`config.mk`:
```
export PLATFORM = sky130hd
export DESIGN_NAME = basic_cpu
export DESIGN_NICKNAME = d
export VERILOG_FILES = /design/src/rtl/cpu_pkg.sv /design/src/rtl/as_alu.sv /design/src/rtl/gpr_file.sv /design/src/rtl/basic_cpu.sv
export SDC_FILE = /design/constraint.sdc
export NUM_CORES = 1
export LEC_CHECK = 0
export CAP_MARGIN = 25
export CORE_MARGIN = 3
export CORE_UTILIZATION = 30
export CTS_CLUSTER_DIAMETER = 120
export CTS_CLUSTER_SIZE = 12
export DETAILED_ROUTE_END_ITERATION = 12
export GPL_TIMING_DRIVEN = 1
export PLACE_DENSITY = 0.5
export SLEW_MARGIN = 20
export SYNTH_ARGS = -nofsm -noshare
export SYNTH_HDL_FRONTEND = slang
export SYNTH_SLANG_ARGS = --single-unit
export TNS_END_PERCENT = 50
```
`constraint.sdc`:
```
create_clock -name clk -period 12.9 [get_ports clk]
set_clock_uncertainty 0.1 [all_clocks]
set_input_delay 1.935 -clock clk [delete_from_list [all_inputs] [get_ports clk]]
set_output_delay 1.935 -clock clk [all_outputs]
set_load 0.005 [all_outputs]
```
`src/rtl/cpu_pkg.sv`:
```
// Shared types and field layout for the basic accumulator/MAC CPU.
// No logic of its own; constants only.
// No flow control; consumers are single-cycle datapaths.
package cpu_pkg;

    localparam int PC_W     = 5;
    localparam int NUM_REGS = 32;
    localparam int REG_AW   = 5;

    // Instruction word is n + INSTR_EXTRA bits: {op, rd, rs, imm[n-1:0]}.
    // Offsets below are relative to bit n, so they hold for any data width.
    localparam int INSTR_EXTRA = 13;
    localparam int OP_OFS      = 10;
    localparam int OP_W        = 3;
    localparam int RD_OFS      = 5;
    localparam int RS_OFS      = 0;

    typedef enum logic [OP_W-1:0] {
        OP_NOP  = 3'b000,
        OP_ACC  = 3'b001,
        OP_ACCI = 3'b010,
        OP_MAC  = 3'b011,
        OP_MACI = 3'b100
    } opcode_e;

    // Adder operand selects: base is either zero or the accumulator,
    // term is either the immediate or the truncated product.
    typedef enum logic {
        BASE_ZERO = 1'b0,
        BASE_ACC  = 1'b1
    } base_sel_e;

    typedef enum logic {
        TERM_IMM  = 1'b0,
        TERM_MULT = 1'b1
    } term_sel_e;

endpackage

```
`src/rtl/as_alu.sv`:
```
// Multiplier, adder and accumulator register for the CPU datapath.
// Product and sum are combinational; the accumulator updates one edge later.
// No backpressure; acc_en simply gates the accumulator load.
module as_alu
    import cpu_pkg::*;
#(
    parameter int n = 8
) (
    input  logic         clk,
    input  logic         reset,
    input  logic [n-1:0] rd_data,
    input  logic [n-1:0] rs_data,
    input  logic [n-1:0] imm,
    input  logic [8:0]   sw,
    input  base_sel_e    base_sel,
    input  term_sel_e    term_sel,
    input  logic         acc_en,
    output logic [n-1:0] w_data,
    output logic [n-1:0] acc_out
);

    logic        [n-1:0] mult_out;
    logic        [n-1:0] add_out;
    logic        [n-1:0] base;
    logic        [n-1:0] term;
    logic signed [8:0]   sw_s;

    // SW[8] acts as the sign of SW[7:0]; the size cast sign-extends for n > 8
    // and reduces to SW[7:0] when n == 8.
    assign sw_s   = sw;
    assign w_data = n'(sw_s);

    // Low n bits of a product do not depend on operand signedness, so an
    // n-bit multiply gives the signed result truncated to n bits.
    assign mult_out = rd_data * rs_data;

    assign base    = (base_sel == BASE_ACC)  ? acc_out  : '0;
    assign term    = (term_sel == TERM_MULT) ? mult_out : imm;
    assign add_out = base + term;

    // Accumulator loads the adder result whenever the decoder enables it.
    always_ff @(posedge clk or posedge reset) begin
        if (reset) begin
            acc_out <= '0;
        end else if (acc_en) begin
            acc_out <= add_out;
        end
    end

endmodule

```
`src/rtl/gpr_file.sv`:
```
// 32 x n register file: two combinational read ports, one write port.
// Reads are zero-latency; writes land on the next rising edge (reads see old value).
// No backpressure; a write is accepted every cycle we is high.
module gpr_file
    import cpu_pkg::*;
#(
    parameter int n = 8
) (
    input  logic              clk,
    input  logic              reset,
    input  logic              we,
    input  logic [REG_AW-1:0] rd_addr,
    input  logic [REG_AW-1:0] rs_addr,
    input  logic [n-1:0]      w_data,
    output logic [n-1:0]      rd_data,
    output logic [n-1:0]      rs_data
);

    logic [n-1:0] gpr [0:NUM_REGS-1];

    assign rd_data = gpr[rd_addr];
    assign rs_data = gpr[rs_addr];

    // Clear every register on reset; otherwise write the rd slot when enabled.
    always_ff @(posedge clk or posedge reset) begin
        if (reset) begin
            for (int i = 0; i < NUM_REGS; i++) begin
                gpr[i] <= '0;
            end
        end else if (we) begin
            gpr[rd_addr] <= w_data;
        end
    end

endmodule

```
`src/rtl/basic_cpu.sv`:
```
// Single-cycle accumulator/MAC CPU: PC, program ROM, decoder, register file, ALU.
// One instruction per clock; results visible after the following rising edge.
// No backpressure; the PC advances unconditionally every cycle.
module basic_cpu
    import cpu_pkg::*;
#(
    parameter int    n    = 8,
    parameter string PROG = ""
) (
    input  logic         clk,
    input  logic         reset,
    input  logic [8:0]   SW,
    output logic [n-1:0] LED
);

    localparam int INSTR_W = n + INSTR_EXTRA;

    logic [PC_W-1:0]    pc_out;
    logic [INSTR_W-1:0] instr;
    opcode_e            op;
    logic [REG_AW-1:0]  rd;
    logic [REG_AW-1:0]  rs;
    logic [n-1:0]       imm;

    logic               we;
    logic               acc_en;
    base_sel_e          base_sel;
    term_sel_e          term_sel;

    logic [n-1:0]       rd_data;
    logic [n-1:0]       rs_data;
    logic [n-1:0]       w_data;
    logic [n-1:0]       acc_out;

    function automatic logic [INSTR_W-1:0] enc(opcode_e o, int d, int s, int im);
        logic [31:0] d_v;
        logic [31:0] s_v;
        logic [31:0] im_v;
        d_v  = d;
        s_v  = s;
        im_v = im;
        return {o, d_v[REG_AW-1:0], s_v[REG_AW-1:0], im_v[n-1:0]};
    endfunction

    // Built-in program.
    function automatic logic [INSTR_W-1:0] default_rom(logic [PC_W-1:0] addr);
        case (addr)
            5'd0:    return enc(OP_ACC,   0,  0,  45);
            5'd1:    return enc(OP_ACC,   0,  0, -12);
            5'd2:    return enc(OP_ACCI,  2,  1,   2);
            5'd3:    return enc(OP_ACCI, 23,  1,   3);
            5'd4:    return enc(OP_MACI,  0,  2,   6);
            default: return enc(OP_NOP,   0,  0,   0);
        endcase
    endfunction

    // Combinational fetch from the built-in program.
    always_comb begin
        instr = default_rom(pc_out);
    end

    assign op  = opcode_e'(instr[n+OP_OFS +: OP_W]);
    assign rd  = instr[n+RD_OFS +: REG_AW];
    assign rs  = instr[n+RS_OFS +: REG_AW];
    assign imm = instr[n-1:0];

    // Free-running program counter; wraps naturally at its width.
    always_ff @(posedge clk or posedge reset) begin
        if (reset) begin
            pc_out <= '0;
        end else begin
            pc_out <= pc_out + 1'b1;
        end
    end

    // Decode the opcode into write/accumulate enables and adder operand selects.
    always_comb begin
        we       = 1'b0;
        acc_en   = 1'b0;
        base_sel = BASE_ZERO;
        term_sel = TERM_IMM;
        case (op)
            OP_ACC: begin
                acc_en = 1'b1;
            end
            OP_ACCI: begin
                acc_en = 1'b1;
                we     = 1'b1;
            end
            OP_MAC: begin
                acc_en   = 1'b1;
                base_sel = BASE_ACC;
                term_sel = TERM_MULT;
            end
            OP_MACI: begin
                acc_en   = 1'b1;
                we       = 1'b1;
                term_sel = TERM_MULT;
            end
            default: begin
                acc_en = 1'b0;
            end
        endcase
    end

    gpr_file #(.n(n)) r0 (
        .clk     (clk),
        .reset   (reset),
        .we      (we),
        .rd_addr (rd),
        .rs_addr (rs),
        .w_data  (w_data),
        .rd_data (rd_data),
        .rs_data (rs_data)
    );

    as_alu #(.n(n)) as_alu0 (
        .clk      (clk),
        .reset    (reset),
        .rd_data  (rd_data),
        .rs_data  (rs_data),
        .imm      (imm),
        .sw       (SW),
        .base_sel (base_sel),
        .term_sel (term_sel),
        .acc_en   (acc_en),
        .w_data   (w_data),
        .acc_out  (acc_out)
    );

    assign LED = acc_out;

endmodule

```
==> impl_results.md <==
- Outcome: finished clean
- Post-synth top area share: 0.296
- Worst EP arrival: 6.91 ns
- Skew-Pair Late Insertion Delay: 0.29 ns
- Avg WL per Cell: 13.8 µm
- Clk buf depth: 2
- Placer Congestion: 0.838
- Fin Setup TNS: 0 ns
- Clock transition at path regs: 0.08 ns
- Largest stage delay, worst path: 0.56 ns
- Overall routing resource usage: 0.121
- Diodes inserted: 0
- Cell variety after synth: 52
- Largest area contributor in the netlist: dfrtp_1
- Power consumption: 376 µW
- ANT nets after route: 0
- PwrDens: 108 mW/mm²
- Most frequent cell after synthesis: nand2_1
- Sequential area share after synthesis: 0.296
- DRT Pass-1 Iters: 4
- DRC Markers: 0
- Initial antenna violation count: 0
- RSZ-0062 raised after global routing: false
- Cts bufs inserted: 5
- WL final: 6.44 mm
- IO Port Bufs: 17
- Remaining Overflow, GRT: 0
- Max Cap Viol: 0
- Type of origin of the critical path: register
- Top FF cell, synth: dfrtp_1
- Final #Nets: 383
- Die H: 107 µm
- Largest net degree at the start of global routing: 37
- Fmax: 147 MHz
- Post CTS Setup Buffer Count: 0
- Critical Path End Type: register
- Crit-path slowest cell: fa_1
- Syn Inst Count: 315
- Die X: 107 µm
- TritonCTS clock tree: built
- HP Class: reg -> reg
- FF+latch count, synth: 36
- Fin. max-slew vios: 0
- Area grow syn2layout: 13.9%
- Commonest cells post-synth: nand2_1 (39), dfrtp_1 (36), nor2_1 (31)
- Critical-path cell list: ha_1 > nor2_8 > nor2_4 > o21ai_0 > or3_1 > fa_1 > inv_1 > ha_1 > inv_1 > fa_1 > fa_1 > inv_1 > ha_1 > a21oi_1 > xnor2_1 > xnor3_1 > xnor3_1 > xnor3_2 > xnor2_2 > nand3_1 > a31o_1
- First-pass GRT wire length: 11.2 mm
- Syn nets: 366
- Rows: 36
- Share of cells above drive strength 1: 0.132
- Via count: 2,226
- Cell area after synthesis: 0.00304 mm²
- VDD IR max: 0.0445 mV
- Vias in the first global route: 2,255
- Top cells by area, synth: dfrtp_1 (30%), ha_1 (11%), fa_1 (8.6%)
- Worst Path Max Fanout: 23
- Core area: 0.00982 mm²
- Leak: 1.62 nW
- Tcrit/Tclk final: 0.529
- Die area: 0.0114 mm²
- Setup violators final: 0
- Root Buffer: clkbuf_8
- H-Tree Depth: 2
- DR vias/cell: 4.78
- CTS resizes: 0
- Hold Fails Final Rpt: 0
- Initial Util: 0.310
- Final min period: 6.83 ns
- Yosys Warn Count: 0
- I/O Pins: 19
- Number of flops mapped to enable cells by yosys: 0
- Initial DRC count: 89
- Rel. slew slack: 0.373
- CP Class: reg -> reg
- Hold Buf Count CTS: 0
- Share of flip-flops with an asynchronous set or reset: 1.00
- Syn avg cell area: 9.65 µm²
- Worst-Margin Slew: 0.935 ns
- Clock sink total: 36
- CP required: 12.99 ns
- DP HPWL: 4.99 mm
==> worst paths after layout <==
check | startpoint | endpoint | slack [ns] | cells past startpoint
max | pc_out[0] | as_alu0.acc_out[7] | 6.07 | 21
min | r0.gpr[255] | r0.gpr[255] | 0.41 | 2
max reg2reg | pc_out[0] | as_alu0.acc_out[7] | 6.07 | 21
min reg2reg | r0.gpr[255] | r0.gpr[255] | 0.41 | 2
max in group asynchronous | reset | r0.gpr[65] | 10.42 | 3
min in group asynchronous | reset | as_alu0.acc_out[6] | 1.94 | 3
==> area by class of cell <==
type                       instances  area (µm²)
timing repair buffer              19         185
clock buffer                       5        68.8
inverter                          26        97.6
clock inverter                     3        46.3
sequential                        36         901
tap                              133         166
fill                            1043        6360
multi-input combinational        244        2000
==> kinds of logic after synthesis <==
kind of cell | share of synthesized area
AND/OR/NAND/NOR | 0.174
AO/OA/AOI/OAI | 0.121
adder cells (fa/ha/maj) | 0.197
flip-flops | 0.296
buffers and inverters | 0.0465
XOR/XNOR | 0.0844
multiplexers | 0.0802
==> through the flow <==
step	setup slack [ns]	std cells	cell area, µm²	utilization	hold slack (ns)
after floorplan	6.82	315	3040	-	0.356
after global placement	6.08	458	3350	0.341	0.382
after detailed placement	6.06	458	3350	0.341	0.392
after CTS	6.02	466	3460	0.353	0.417
after global routing	5.61	466	3460	0.353	0.426
final	6.07	466	3460	0.353	0.409
==> routing by layer <==
layer  vias up  part of all wire  GRT usage  wire length [µm]
met2        30              0.46      0.195              2950
met4         0             0.013     0.0347                83
met3         6             0.022     0.0169               143
li1       1105                 -          -                 -
met1      1085              0.51      0.171              3260
met5         -                 0          0                 0
==> sequential cells by signal, summed over array words and instances (netlist names) <==
register / cells
as_alu0.acc_out: 8
pc_out: 5
r0.gpr: 23
==> layout by cell type, fill, tap and decap left out, types with 5 or more instances in the layout <==
master	n
ha_1	27
clkbuf_8	5
nand2b_1	5
clkdlybuf4s50_1	17
nand2_1	39
dfrtp_1	36
mux2_2	18
nand3_1	7
xnor2_1	13
and3_1	7
o21ai_0	9
inv_1	26
o22ai_1	5
a21oi_1	14
fa_1	13
nor2_1	31
==> power by group <==
group          internal (mW)  switching (mW)  leakage (nW)
Clock                 0.0583          0.0458        0.0548
Sequential             0.125         0.00947         0.424
Combinational         0.0820          0.0554          1.14
==> critical path, delay by kind of cell (launching register included) <==
kind | cells | cell delay, ns
flip-flops | 1 | 0.40
XOR/XNOR | 5 | 1.62
AO/OA/AOI/OAI | 3 | 0.73
buffers and inverters | 3 | 0.14
AND/OR/NAND/NOR | 4 | 1.00
adder cells (fa/ha/maj) | 6 | 2.71
No activity file was read; power rests on OpenSTA's default activity.
